**src/rtl/rv32m_muldiv_unit.sv**
```systemverilog
// RV32M multiply/divide unit: iterative shift-add multiply and restoring divide, XLEN+1 cycles to done
// (divide-by-zero and signed overflow finish after one cycle); starts are ignored while busy.
module rv32m_muldiv_unit #(
  parameter int XLEN       = 32,
  parameter int ENABLE_DIV = 1
) (
  input  logic            CLK,
  input  logic            nRST,
  input  logic [31:0]     insn,
  input  logic            start,
  input  logic            flush,
  input  logic [XLEN-1:0] rs1_data,
  input  logic [XLEN-1:0] rs2_data,
  output logic            claim,
  output logic            busy,
  output logic            done,
  output logic [XLEN-1:0] result
);

  localparam int CW = $clog2(XLEN) + 1;

  typedef enum logic [1:0] {IDLE, CALC, DONE} state_t;

  state_t          state, state_nxt;
  logic [2:0]      op, op_q;
  logic            is_div, rs1_signed, rs2_signed, rs1_neg, rs2_neg;
  logic [XLEN-1:0] rs1_mag, rs2_mag;
  logic            div_zero, div_ovf, special, accept;
  logic [XLEN-1:0] special_res;
  logic            neg_q, rneg_q;
  logic [XLEN-1:0] mcand, acc_hi, acc_lo;
  logic [CW-1:0]   cnt;
  logic            last;
  logic [XLEN:0]   mul_add, mul_sum, div_shl, div_sub;
  logic            div_ge;
  logic [XLEN-1:0] hi_nxt, lo_nxt, quo, rem;
  logic [2*XLEN-1:0] prod, prod_s;
  logic [XLEN-1:0] final_res;
  logic            unused_insn;

  assign unused_insn = ^{insn[24:15], insn[11:7]};

  assign op    = insn[14:12];
  assign claim = (insn[6:0] == 7'b0110011) && (insn[31:25] == 7'b0000001) &&
                 ((ENABLE_DIV != 0) || !insn[14]);

  assign is_div     = op[2] && (ENABLE_DIV != 0);
  assign rs1_signed = is_div ? !op[0] : (op != 3'b011);
  assign rs2_signed = is_div ? !op[0] : !op[1];
  assign rs1_neg    = rs1_signed && rs1_data[XLEN-1];
  assign rs2_neg    = rs2_signed && rs2_data[XLEN-1];
  assign rs1_mag    = rs1_neg ? -rs1_data : rs1_data;
  assign rs2_mag    = rs2_neg ? -rs2_data : rs2_data;

  // Degenerate divides bypass the iteration and complete straight from the issue cycle.
  assign div_zero    = is_div && (rs2_data == '0);
  assign div_ovf     = is_div && !op[0] && (rs1_data == {1'b1, {(XLEN-1){1'b0}}}) &&
                       (rs2_data == '1);
  assign special     = div_zero || div_ovf;
  assign special_res = div_zero ? (op[1] ? rs1_data : '1) : (op[1] ? '0 : rs1_data);

  assign accept = start && claim && !flush && ((state == IDLE) || (state == DONE));
  assign busy   = (state == CALC);
  assign done   = (state == DONE);
  assign last   = (cnt == CW'(XLEN - 1));

  always_ff @(posedge CLK or negedge nRST) begin
    if (!nRST) state <= IDLE;
    else       state <= state_nxt;
  end

  always_comb begin
    state_nxt = state;
    if (flush) begin
      state_nxt = IDLE;
    end else begin
      case (state)
        IDLE, DONE: begin
          if (accept) state_nxt = special ? DONE : CALC;
          else        state_nxt = IDLE;
        end
        CALC:    if (last) state_nxt = DONE;
        default: state_nxt = IDLE;
      endcase
    end
  end

  assign mul_add = acc_lo[0] ? {1'b0, mcand} : {(XLEN+1){1'b0}};
  assign mul_sum = {1'b0, acc_hi} + mul_add;
  assign div_shl = {acc_hi, acc_lo[XLEN-1]};
  assign div_ge  = (div_shl >= {1'b0, mcand});
  assign div_sub = div_shl - {1'b0, mcand};

  always_comb begin
    hi_nxt = mul_sum[XLEN:1];
    lo_nxt = {mul_sum[0], acc_lo[XLEN-1:1]};
    if (op_q[2]) begin
      hi_nxt = div_ge ? div_sub[XLEN-1:0] : div_shl[XLEN-1:0];
      lo_nxt = {acc_lo[XLEN-2:0], div_ge};
    end
  end

  // Signs are applied only to the completed magnitudes on the final step.
  assign prod   = {hi_nxt, lo_nxt};
  assign prod_s = neg_q ? -prod : prod;
  assign quo    = neg_q ? -lo_nxt : lo_nxt;
  assign rem    = rneg_q ? -hi_nxt : hi_nxt;

  always_comb begin
    final_res = prod_s[2*XLEN-1:XLEN];
    case (op_q)
      3'b000:         final_res = prod_s[XLEN-1:0];
      3'b100, 3'b101: final_res = quo;
      3'b110, 3'b111: final_res = rem;
      default:        final_res = prod_s[2*XLEN-1:XLEN];
    endcase
  end

  always_ff @(posedge CLK or negedge nRST) begin
    if (!nRST) begin
      op_q   <= '0;
      neg_q  <= 1'b0;
      rneg_q <= 1'b0;
      mcand  <= '0;
      acc_hi <= '0;
      acc_lo <= '0;
      cnt    <= '0;
      result <= '0;
    end else if (accept) begin
      op_q   <= op;
      neg_q  <= rs1_neg ^ rs2_neg;
      rneg_q <= rs1_neg;
      mcand  <= is_div ? rs2_mag : rs1_mag;
      acc_hi <= '0;
      acc_lo <= is_div ? rs1_mag : rs2_mag;
      cnt    <= '0;
      if (special) result <= special_res;
    end else if ((state == CALC) && !flush) begin
      acc_hi <= hi_nxt;
      acc_lo <= lo_nxt;
      cnt    <= cnt + CW'(1);
      if (last) result <= final_res;
    end
  end

endmodule

```
**config.mk**
```make
export PLATFORM = sky130hd
export DESIGN_NAME = rv32m_muldiv_unit
export DESIGN_NICKNAME = d
export VERILOG_FILES = /design/src/rtl/rv32m_muldiv_unit.sv
export SDC_FILE = /design/constraint.sdc
export NUM_CORES = 1
export LEC_CHECK = 0
export CAP_MARGIN = 15
export CORE_MARGIN = 8
export CORE_UTILIZATION = 35
export CTS_BUF_LIST = sky130_fd_sc_hd__clkbuf_8 sky130_fd_sc_hd__clkbuf_16
export DETAILED_ROUTE_END_ITERATION = 16
export PLACE_DENSITY = 0.61
export RECOVER_POWER = 50
export SYNTH_ARGS = -nofsm -noshare
export SYNTH_HDL_FRONTEND = slang
export SYNTH_SLANG_ARGS = --single-unit
```
**constraint.sdc**
```tcl
create_clock -name CLK -period 6.98 [get_ports CLK]
set_input_delay 1.396 -clock CLK [delete_from_list [all_inputs] [get_ports CLK]]
set_output_delay 1.396 -clock CLK [all_outputs]
set_load 0.05 [all_outputs]
```
* Word level (Yosys, flattened, before mapping)
Index checks and enable logic that the tools add are counted.
Word-level totals: bits in registers 141, input bits 100
Operators by class: $add $sub $neg 8, magnitude comparators 1, equality and inequality tests 14, mux-type cells 32, bitwise gates (word level) 1, reduce and logical (&&, ||, !) cells 25
Operators with widths (number):
- $mux W32 | 21
- $neg A32 Y32 | 4
- $pmux W32 S3 | 1
- $eq A32 B32 Y1 const B | 2
- $mux W64 | 1
- $neg A64 Y64 | 1
- $add A32 B32 Y33 | 1
- $ge A33 B32 Y1 | 1
- $logic_not A32 Y1 | 1
- $sub A32 B32 Y32 | 1
- $eq A3 B3 Y1 const B | 4
- $mux W6 | 2
- $logic_and A1 B1 Y1 | 11
- $mux W2 | 4
- $eq A7 B1 Y1 const B | 1
- $eq A7 B6 Y1 const B | 1
- $add A6 B1 Y6 const B | 1
- $eq A6 B5 Y1 const B | 1
- $ne A3 B2 Y1 const B | 2
- $reduce_or A2 Y1 | 3
- $pmux W2 S2 | 1
- $reduce_bool A2 Y1 | 2
- $logic_not A1 Y1 | 3
- $logic_not A3 Y1 | 1
- other kinds (8) | 10

* Longest topological paths before layout
Gate-level depths: netlist (run 1).
word-level depth 9, gate-level depth with buffers 23, depth with buffers taken out 20

* Worst setup path before layout (run 1)
Ideal clock, no wire load.
kind register -> register, from register op_q[2], to register result[6], library setup time 0.133 ns, arrival time 5.195 ns, required time 6.847 ns, setup slack 1.652 ns, cell stages (with the launch flop) 21, buffers on the path 7, period minus slack after synthesis 5.328 ns, cell sequence dfrtp_1 > buf_2 > buf_1 > clkbuf_1 > clkbuf_1 > clkbuf_1 > buf_1 > buf_1 > mux2i_1 > ha_1 > o21ai_0 > nor3b_1 > nand3_1 > nor4_1 > and2_1 > nand2_1 > o31ai_1 > o22ai_1 > mux2_2 > o311ai_0 > nand2_1
On the way: longest elaborated chain between the ends 7, elaborated cells on any way between the ends 19, those cells by class 3 x add/sub; 4 x eq/ne; 9 x mux; 3 x reduce/logical
Ends and longest elaborated chain:
- start: declaration | line 25 | logic [2:0] op, op_q;
- start signal: assignment | line 130 | op_q <= op;
- $mux W32 | line 97 | if (op_q[2]) begin
- $neg A64 Y64 (tied with other cells) | line 105 | assign prod_s = neg_q ? -prod : prod;
- $mux W64 (tied with other cells) | line 105
- $pmux W32 S3 (*) | line 111 | case (op_q)
- $mux W32 (*) | line 142 | if (last) result <= final_res;
- $mux W32 (*) | line 138 | end else if ((state == CALC) && !flush) begin
- $mux W32 (*) | line 129 | end else if (accept) begin
- end signal: assignment | line 137 | if (special) result <= special_res;
- end signal: assignment | line 142
- end: declaration | line 17 | output logic [XLEN-1:0] result
Every way passes the cells marked *; elsewhere a longest branch is shown, timed or not. The select of a mux whose other input is x is not followed. A chain may end at the register's enable or synchronous reset.

* Worst setup path in the final report (run 1)
from register acc_hi[24], to register result[29]
On the way: longest elaborated chain between the ends 9, elaborated cells on any way between the ends 16, those cells by class 5 x add/sub; 1 x order compare; 10 x mux
Ends and longest elaborated chain:
- start: declaration | line 31 | logic [XLEN-1:0] mcand, acc_hi, acc_lo;
- start signal: assignment | line 139 | acc_hi <= hi_nxt;
- $sub A32 B32 Y32 or $ge A33 B32 Y1 (tied branches) | line 92, 91
- $mux W32 | line 98 | hi_nxt = div_ge ? div_sub[XLEN-1:0] : div_shl[XLEN-1:0];
- $mux W32 | line 97
- $neg A64 Y64 or $neg A32 Y32 (tied branches) | line 105, 107
- $mux W64 or $mux W32 (tied branches) | line 105, 107
- $pmux W32 S3 (*) | line 111
- $mux W32 (*) | line 142
- $mux W32 (*) | line 138
- $mux W32 (*) | line 129
Marked as above.

==> run_results.csv, run 1 <==
group,metric,value,unit
worst_setup_path,r2r_slack,630,ps
worst_setup_path,worstPathArrival,6680,ps
timing,finClkSkew,24.0,ps
place,portBuffers,119,
timing,period_needed,6350,ps
floorplan,die_x,235,um
logic_synthesis,ys_seq_area_share,21.0,%
logic_synthesis,yosysMostFrequentCell,"nand2_1",
worst_setup_path,worst_r2r_path_depth,15,
finish,nNetsFinal,2547,
power,p_sw_share,43.0,%
finish,syn_to_final_growth,13.3,%
floorplan,io_pins,135,
grt,antenna_found_initial,5,
timing,setup_slack,635,ps
worst_setup_path,cp_top_family,"simple AND/OR/NAND/NOR gates",
clocking,cts_setup_buffers,0,
timing,tightest_slew,4200,ps
logic_synthesis,yosys_register_bits,141,
worst_setup_path,crit_chain,"ha_1, nand4_1, nor4_1, a32oi_1, nand3_1, nor2_2, buf_4, and3_1, a2111oi_0, nand4_1, nand2b_1, nor3_1, a21boi_0, xnor2_1, o311ai_0",
power,clkPwrFrac,27.2,%
timing,tns,0,ps
routing,drc,0,
clocking,path_clk_slew,60,ps
grt,grt_pass1_vias,17716,
routing,wirelength,72100,um
timing,max_freq,0.158,GHz
worst_setup_path,r2r_end,"result[29]$_DFFE_PN0P_",
logic_synthesis,ys_types,95,
power,ir_worst_vdd,0.185,mV
clocking,clockRootBuffer,"clkbuf_16",
clocking,cts_sinks,141,
routing,drtIter0Drc,1936,
finish,fillers,4937,
logic_synthesis,synth_compound_area_share,31.0,%
grt,grt_pass1_wl,109000,um
run_status,failed_checks,"max-capacitance violations, max-slew violations",
worst_setup_path,critPathSlowestCell,"nor4_1",
clocking,cts_max_level,4,
floorplan,row_count,80,
power,power.leakage,7.56,nW
grt,grt_max_degree,104,
routing,viasPerCell,6.17,
run_status,status,"finished with violations",
routing,dr.pass1.iters,6,
worst_setup_path,critical_path_buf_inv_count,1,
floorplan,die-area,0.0552,mm^2
place,dp_slack,691,ps
clocking,clock_path_buffers,2,
power,power.density,181,mW/mm^2
routing,ant_nets,0,
worst_setup_path,endpoint_kind,"flip-flop",
floorplan,start_util,35.3,%
worst_setup_path,r2r_start,"acc_hi[24]$_DFFE_PN0P_",
timing,slew_violations,72,
power,p_comb_share,44.6,%
grt,grt_use_total,25.1,%
routing,vias,18528,
job,maxCapViolations,1,
clocking,clock_latency,470,ps
logic_synthesis,synth_top_family_by_area,"compound AO/OA/AOI/OAI gates",
worst_setup_path,cp.depth,15,
worst_setup_path,critical_path_class,"flip-flop to flip-flop",
routing,wire_per_inst,24.0,um
logic_synthesis,synth_top_cell_area_share,21.0,%
logic_synthesis,synth_cells,2362,
place,dp_hpwl,56400,um
timing,fin_crit_sh,90.9,%
clocking,cts_buffers,17,
power,seqPwrFrac,28.2,%
worst_setup_path,timing.critical_path.to,"result[29]$_DFFE_PN0P_",
logic_synthesis,ys_async_sr_fraction,100,%
floorplan,fp.dieH,235,um
timing,finalSetupViolations,0,
logic_synthesis,yosysWarnings,0,
power,internal_power,0.00196,W
worst_setup_path,cp_max_fo,30,
logic_synthesis,synth_enable_flop_cells,0,
logic_synthesis,synth.area.mux_share,2.72,%
floorplan,core_region_area,0.0475,mm^2
timing,hold_viol_final,0,
timing,rsz0062_at_grt,"false",
logic_synthesis,ys.flop_type,"dfrtp_1",
clocking,cts_hold_buf,0,
worst_setup_path,crit_top_cell,"nand4_1",
place,place.gp.congestion,0.989,
logic_synthesis,yosysTopAreaCell,"dfrtp_1",
clocking,cts_resized,0,
logic_synthesis,synth_fa_ha_area_share,5.46,%
logic_synthesis,synthTopCellsByArea,"dfrtp_1 (21%), o21ai_0 (7.2%), nand2_1 (6.3%), a21oi_1 (5.7%), ha_1 (5.2%)",
clocking,cts_tree,"done",
logic_synthesis,yosys.area_share.simple,25.8,%
logic_synthesis,synthesis.nets,2534,
place,postPlaceCellArea,0.0184,mm^2
hold_path,min_path_type,"flip-flop to flip-flop",
finish,fin_area,0.0190,mm^2
power,p_sw,0.00148,W
grt,grt_overflow,0,
logic_synthesis,synth_xor_area_share,8.35,%
worst_setup_path,crit_path_start,"acc_hi[24]$_DFFE_PN0P_",
worst_setup_path,cp.required,7320,ps
worst_setup_path,cp-start-kind,"flip-flop",
finish,drive_gt1_share,5.49,%
logic_synthesis,ys_top_cells_by_count,"nand2_1 (283), o21ai_0 (243), nor2_1 (207), a21oi_1 (190), dfrtp_1 (141)",
worst_setup_path,slowest_delay,900,ps
logic_synthesis,syn_area_per_cell,7.11,um^2
timing,max-slew-margin-rel,-180,%
timing,whs,480,ps
logic_synthesis,synthesis.area,0.0168,mm^2
## how the worst min path moves through the flow
| stage | startpoint | to | cells after the start | slack [ps] |
|---|---|---|---|---|
| finish | result[5]$_DFFE_PN0P_ | result[5]$_DFFE_PN0P_ | 2 | 480 |
| floorplan | mcand[11]$_DFFE_PN0P_ | mcand[11]$_DFFE_PN0P_ | 2 | 460 |
| global route | result[7]$_DFFE_PN0P_ | result[7]$_DFFE_PN0P_ | 2 | 500 |
| CTS | result[7]$_DFFE_PN0P_ | result[7]$_DFFE_PN0P_ | 2 | 490 |
| global placement | result[5]$_DFFE_PN0P_ | result[5]$_DFFE_PN0P_ | 2 | 470 |
| detailed placement | result[7]$_DFFE_PN0P_ | result[7]$_DFFE_PN0P_ | 2 | 470 |
## cells in the final DEF, fill, tap and decap left out, drive strengths merged, types with 22 or more instances in the layout
cell type	instances
nand2	284
o21ai	247
nor2	208
a21oi	191
dfrtp	141
clkdlybuf4s50	100
xnor2	81
nand3	81
xor2	79
inv	79
ha	70
nor3	66
o211ai	64
and2	48
nand4	47
buf	45
mux2i	40
a211oi	40
o31ai	39
a21o	27
or3	25
nor4	22
## per-layer routing
metal  track usage [%]  vias up  part of all wire [%]
met5                 0        -                 0.018
met4              12.9        2                   5.2
met3              5.02      148                   8.0
met2              39.3      812                    44
met1              32.5     8856                    42
li1                  -     8710                     -
## per-stage QoR
stage,instances,power [W],utilization [%]
CTS,3003,0.00343,40.0
global route,3004,0.00361,40.0
finish,3004,0.00344,40.0
global placement,2971,0.00247,38.8
floorplan,2362,0.00194,-
detailed placement,2971,0.00248,38.8
## power by group through the flow
stage	logic [W]	registers, W	clock network [W]
final	0.00153	0.000970	0.000937
after global routing	0.00165	0.000980	0.000982
after CTS	0.00151	0.000968	0.000948
after detailed placement	0.00150	0.000983	0
after global placement	0.00149	0.000980	0
after floorplan	0.000901	0.00104	0
## cell type report
cell class | instances | area, um^2 | share of cell area, %
multi-input cells | 1978 | 12300 | 64.9
flip-flops and latches | 141 | 3530 | 18.6
repair buffers | 163 | 1510 | 7.94
well taps | 615 | 769 | 4.05
clock buffers | 18 | 439 | 2.31
inverters | 74 | 278 | 1.46
clock inverters | 14 | 144 | 0.756
diodes | 1 | 2.50 | 0.0132
## flip-flops by register name, indices dropped and copies added (netlist names)
name    cells
acc_hi     32
acc_lo     32
mcand      32
op_q        3
cnt         6
neg_q       1
result     32
rneg_q      1
state       2
## logic make-up after synthesis
| logic type | after synthesis |
|---|---|
| and+or+nand+nor | 895 |
| AOI/OAI and AO/OA | 806 |
| buffers and inverters | 243 |
| xor gates and xnor gates | 160 |
| DFF | 141 |
| adders and majority gates | 72 |
| muxes | 45 |
## worst reg2reg max path, stage by stage, from the launching register on
cell and delay [ps]:
dfrtp_1 430, ha_1 490, nand4_1 420, nor4_1 900, a32oi_1 420, nand3_1 430
nor2_2 120, buf_4 280, and3_1 260, a2111oi_0 780, nand4_1 320, nand2b_1 270
nor3_1 430, a21boi_0 200, xnor2_1 190, o311ai_0 290
No activity file was read; power rests on OpenSTA's default activity.
==> run 2, diff against run 1 <==
==> constraint.sdc (replaced) <==
create_clock -name CLK -period 6.98 [get_ports CLK]
set_input_delay 0.698 -clock CLK [delete_from_list [all_inputs] [get_ports CLK]]
set_output_delay 0.698 -clock CLK [all_outputs]
set_load 0.05 [all_outputs]
==> run 2 against run 1 <==
Net effect: the run still ends with max-capacitance violations, max-slew violations left; non-clock buffer count decreased by 9; first-iteration DRC count up 9.5%; final area fell by 0.24%; critical endpoint is now result[9]$_DFFE_PN0P_.
==> run_results.csv, run 2 (same netlist as run 1, synthesis figures left out) <==
group,metric,value,unit
run_status,status,"finished with violations",
run_status,failed_checks,"max-capacitance violations, max-slew violations",
place,place.gp.congestion,0.976,
routing,viasPerCell,6.19,
clocking,cts_resized,0,
finish,fillers,4953,
hold_path,hold_end,"result[3]$_DFFE_PN0P_",
hold_path,hold_depth,2,
worst_setup_path,worstPathArrival,6450,ps
hold_path,hold_start,"result[3]$_DFFE_PN0P_",
worst_setup_path,r2r_start,"acc_lo[0]$_DFFE_PN0P_",
floorplan,start_util,35.3,%
timing,hold_viol_final,0,
grt,grt_use_total,24.7,%
worst_setup_path,crit_path_start,"acc_lo[0]$_DFFE_PN0P_",
clocking,cts_buffers,17,
clocking,clockRootBuffer,"clkbuf_16",
floorplan,fp.dieH,235,um
routing,vias,18530,
worst_setup_path,r2r_slack,830,ps
routing,wire_per_inst,23.7,um
grt,grt_pass1_wl,107000,um
power,ir_worst_vdd,0.162,mV
timing,finalSetupViolations,0,
place,portBuffers,119,
floorplan,core_region_area,0.0475,mm^2
clocking,cts_max_level,4,
grt,use_met1,33.1,%
floorplan,die_x,235,um
routing,dr.pass1.iters,6,
routing,drtIter0Drc,2119,
grt,use_met2,39.2,%
timing,slew_violations,144,
power,power.leakage,7.53,nW
timing,period_needed,6150,ps
place,dp_hpwl,55600,um
worst_setup_path,critical_path_class,"flip-flop to flip-flop",
power,power.density,182,mW/mm^2
floorplan,row_count,80,
clocking,cts_setup_buffers,0,
clocking,cts_hold_buf,0,
finish,syn_to_final_growth,13.1,%
grt,grt_overflow,0,
timing,tns,0,ps
timing,tightest_slew,4500,ps
clocking,clock_path_buffers,2,
timing,max_freq,0.163,GHz
timing,max-slew-margin-rel,-200,%
grt,antenna_found_initial,2,
finish,nNetsFinal,2538,
hold_path,min_path_type,"flip-flop to flip-flop",
timing,rsz0062_at_grt,"false",
worst_setup_path,r2r_end,"result[9]$_DFFE_PN0P_",
clocking,cts_tree,"done",
clocking,clock_latency,460,ps
grt,grt_pass1_vias,17255,
routing,drc,0,
finish,final_cell_mix,"nand2_1 (283), o21ai_0 (243), nor2_1 (205), a21oi_1 (190), dfrtp_1 (139)",
job,maxCapViolations,2,
timing,fin_crit_sh,88.1,%
worst_setup_path,cp.required,7280,ps
finish,drive_gt1_share,5.17,%
clocking,cts_sinks,141,
floorplan,die-area,0.0552,mm^2
grt,use_met3,3.72,%
finish,final_common_cell,"nand2_1",
finish,fin_util,39.9,%
worst_setup_path,worst_r2r_path_depth,15,
clocking,path_clk_slew,70,ps
grt,grt_max_degree,77,
grt,busiest_layer,"met2",
worst_setup_path,cp_max_fo,36,
power,p_total,0.00346,W
worst_setup_path,cp-start-kind,"flip-flop",
routing,ant_nets,0,
routing,wirelength,71100,um
timing,finClkSkew,16.7,ps
worst_setup_path,endpoint_kind,"flip-flop",
floorplan,io_pins,135,
## run 2: how the worst max path moves through the flow
stage | to | slack, ps | cells after the start
5_1_grt | neg_q$_DFFE_PN0P_ | 470 | 2
3_3_place_gp | result[29]$_DFFE_PN0P_ | 1070 | 16
4_1_cts | result[31]$_DFFE_PN0P_ | 1010 | 17
6_report | result[9]$_DFFE_PN0P_ | 830 | 15
2_1_floorplan | result[6]$_DFFE_PN0P_ | 1650 | 20
3_5_place_dp | result[29]$_DFFE_PN0P_ | 1040 | 16
## run 2: metal layers
| layer | up-vias | share of wire [%] |
|---|---|---|
| met5 | - | 0 |
| met1 | 8878 | 43 |
| li1 | 8687 | - |
| met3 | 120 | 7.9 |
| met4 | 0 | 4.3 |
| met2 | 845 | 45 |
## run 2: through the flow
stage	hold WS (ps)	setup slack (ps)	cells	cell area, um^2
3_5_place_dp	471	1040	2962	18400
5_1_grt	505	470	2995	19000
4_1_cts	303	1010	2994	19000
6_report	484	833	2995	19000
3_3_place_gp	468	1070	2962	18400
2_1_floorplan	402	1650	2362	16800
## run 2: worst max-delay path, cell delays in order, from the launching register on
cell and delay, ps:
dfrtp_1 1060, nand2_1 230, inv_1 110, ha_1 240, a211oi_1 610, o21ai_0 590, a31oi_1 350, xnor2_1 180
nor2_1 110, a221oi_1 880, or2_2 250, o21ai_0 90, mux2i_1 250, o21ai_0 120, a211oi_1 730, o21ai_0 200
## run 2: area by class of cell
| class | instances | area [um^2] | share of cell area (%) |
|---|---|---|---|
| repair buffers | 154 | 1440 | 7.59 |
| flip-flops and latches | 141 | 3530 | 18.6 |
| clock buffers | 18 | 439 | 2.31 |
| clock inverters | 14 | 169 | 0.890 |
| multi-input cells | 1978 | 12300 | 65.1 |
| diodes | 1 | 2.50 | 0.0132 |
| well taps | 615 | 769 | 4.05 |
| inverters | 74 | 278 | 1.46 |
## run 2: where the power goes
group          switching, W  internal [W]
registers         0.0000920      0.000886
clock network      0.000405      0.000573
logic              0.000973      0.000535
total               0.00147       0.00199
==> run 3, diff against run 2 <==
--- a/config.mk
+++ b/config.mk
@@ -7,10 +7,10 @@
 export LEC_CHECK = 0
 export CAP_MARGIN = 15
 export CORE_MARGIN = 8
-export CORE_UTILIZATION = 35
+export CORE_UTILIZATION = 25
 export CTS_BUF_LIST = sky130_fd_sc_hd__clkbuf_8 sky130_fd_sc_hd__clkbuf_16
 export DETAILED_ROUTE_END_ITERATION = 16
-export PLACE_DENSITY = 0.61
+export PLACE_DENSITY = 0.49
 export RECOVER_POWER = 50
 export SYNTH_ARGS = -nofsm -noshare
 export SYNTH_HDL_FRONTEND = slang
==> run 3 against run 2 <==
Net effect: the flow still finishes with violations (max-capacitance violations, max-slew violations); combinational power increased by 5%; register-to-register slack got worse by 60 ps; clock-buffer cell count increased by 1; clock skew increased by 1.0 ps; largest cell class unchanged; global-route usage decreased by 5.1 points; sequential power decreased by 0.6%; flip-flop and latch count unchanged; final area increased by 2.2%; core utilization decreased by 11 points; cell count increased by 9.0%; critical path depth unchanged.
==> run_results.csv, run 3 (same netlist as run 1, synthesis figures left out) <==
group,metric,value,unit
run_status,status,"finished with violations",
run_status,failed_checks,"max-capacitance violations, max-slew violations",
routing,drc,0,
worst_setup_path,cp-start-kind,"flip-flop",
clocking,path_clk_slew,70,ps
grt,busiest_layer,"met2",
clocking,cts_hold_buf,0,
grt,use_met2,31.2,%
timing,tns,0,ps
timing,fin_crit_sh,89.0,%
worst_setup_path,crit_path_start,"acc_hi[24]$_DFFE_PN0P_",
clocking,clock_path_buffers,2,
clocking,cts_max_level,4,
grt,grt_max_degree,88,
worst_setup_path,worstPathArrival,6570,ps
worst_setup_path,r2r_end,"result[25]$_DFFE_PN0P_",
power,power.leakage,7.60,nW
worst_setup_path,r2r_slack,770,ps
clocking,cts_tree,"done",
routing,wire_per_inst,23.6,um
finish,fin_util,29.0,%
place,place.gp.congestion,0.987,
grt,grt_pass1_wl,113000,um
routing,vias,18553,
floorplan,die_x,275,um
clocking,cts_setup_buffers,0,
place,portBuffers,119,
timing,tightest_slew,3430,ps
timing,max_freq,0.161,GHz
routing,wirelength,76900,um
timing,rsz0062_at_grt,"false",
floorplan,start_util,25.1,%
clocking,clock_latency,460,ps
finish,nNetsFinal,2553,
grt,antenna_found_initial,3,
timing,finalSetupViolations,0,
hold_path,min_path_type,"flip-flop to flip-flop",
worst_setup_path,r2r_start,"acc_hi[24]$_DFFE_PN0P_",
floorplan,fp.dieH,275,um
routing,dr.pass1.iters,6,
timing,period_needed,6210,ps
worst_setup_path,endpoint_kind,"flip-flop",
floorplan,core_region_area,0.0668,mm^2
timing,max-slew-margin-rel,-129,%
timing,whs,478,ps
routing,viasPerCell,5.68,
grt,grt_use_total,19.6,%
job,maxCapViolations,3,
grt,use_met3,3.42,%
clocking,cts_sinks,141,
grt,use_met1,26.9,%
timing,hold_viol_final,0,
finish,final_common_cell,"nand2_1",
routing,ant_nets,0,
place,dp_hpwl,60900,um
power,ir_worst_vdd,0.175,mV
finish,syn_to_final_growth,15.5,%
finish,diodes,0,
worst_setup_path,cp_max_fo,21,
floorplan,io_pins,135,
worst_setup_path,worst_r2r_path_depth,15,
finish,final_cell_mix,"nand2_1 (283), o21ai_0 (243), nor2_1 (205), a21oi_1 (190), dfrtp_1 (139)",
floorplan,die-area,0.0757,mm^2
grt,grt_overflow,0,
worst_setup_path,critical_path_class,"flip-flop to flip-flop",
power,power.density,182,mW/mm^2
worst_setup_path,timing.critical_path.to,"result[25]$_DFFE_PN0P_",
grt,grt_pass1_vias,17341,
timing,slew_violations,146,
worst_setup_path,cp.required,7340,ps
finish,drive_gt1_share,5.68,%
clocking,cts_resized,0,
clocking,cts_buffers,17,
timing,finClkSkew,17.7,ps
floorplan,row_count,95,
routing,drtIter0Drc,2049,
clocking,clockRootBuffer,"clkbuf_16",
## run 3: changes by cell type in the layout (fill, tap and decap cells not counted), sizes merged
cell,previous run,this run
buf,35,49
clkbuf,20,22
inv,78,76
clkinv,5,6
clkinvlp,2,1
diode,1,0
## run 3: how the worst min path moves through the flow
stage | end | start | slack, ps | cells after the start
after floorplan | acc_hi[0]$_DFFE_PN0P_ | nRST | 400 | 0
after global placement | result[13]$_DFFE_PN0P_ | result[13]$_DFFE_PN0P_ | 470 | 2
after detailed placement | result[13]$_DFFE_PN0P_ | result[13]$_DFFE_PN0P_ | 470 | 2
after CTS | mcand[28]$_DFFE_PN0P_ | nRST | 130 | 1
after global routing | result[10]$_DFFE_PN0P_ | result[10]$_DFFE_PN0P_ | 510 | 1
final | result[23]$_DFFE_PN0P_ | result[23]$_DFFE_PN0P_ | 480 | 2
## run 3: layout make-up
cell class,count,area [um^2]
clock buffers,19,453
clock inverters,12,144
fillers,7315,47400
inverters,74,278
multi-input cells,1978,12300
flip-flops and latches,141,3530
well taps,873,1090
repair buffers,169,1550
## run 3: layer usage
metal  wire, um  share of wire [%]
met2      34900                 45
met1      34100                 44
met4       2170                2.8
met3       5740                7.5
met5         24              0.031
## run 3: metrics by stage
step | instances | cell area [um^2] | power (W) | setup slack (ps)
5_1_grt | 3266 | 19400 | 0.00368 | 497
4_1_cts | 3266 | 19400 | 0.00351 | 872
2_1_floorplan | 2362 | 16800 | 0.00194 | 1650
6_report | 3266 | 19400 | 0.00352 | 771
3_3_place_gp | 3235 | 18800 | 0.00253 | 1100
3_5_place_dp | 3235 | 18800 | 0.00254 | 909
## run 3: worst max-delay path: stages, from the launching register on
cell       delay (ps)
dfrtp_1           440
ha_1              520
nand4_1           400
nor4_1            830
a32oi_1           350
and3_1            440
nand2_4           370
o221ai_2          230
a2111oi_0         810
buf_4             250
nand4_1           230
nand2b_1          280
o41ai_1           460
xnor2_1           180
nand2_1            80
a211oi_1          230
## run 3: power breakdown
part	switching, W	total (W)	internal, W
registers	0.0000858	0.000972	0.000886
logic	0.00103	0.00158	0.000548
clock network	0.000398	0.000975	0.000576
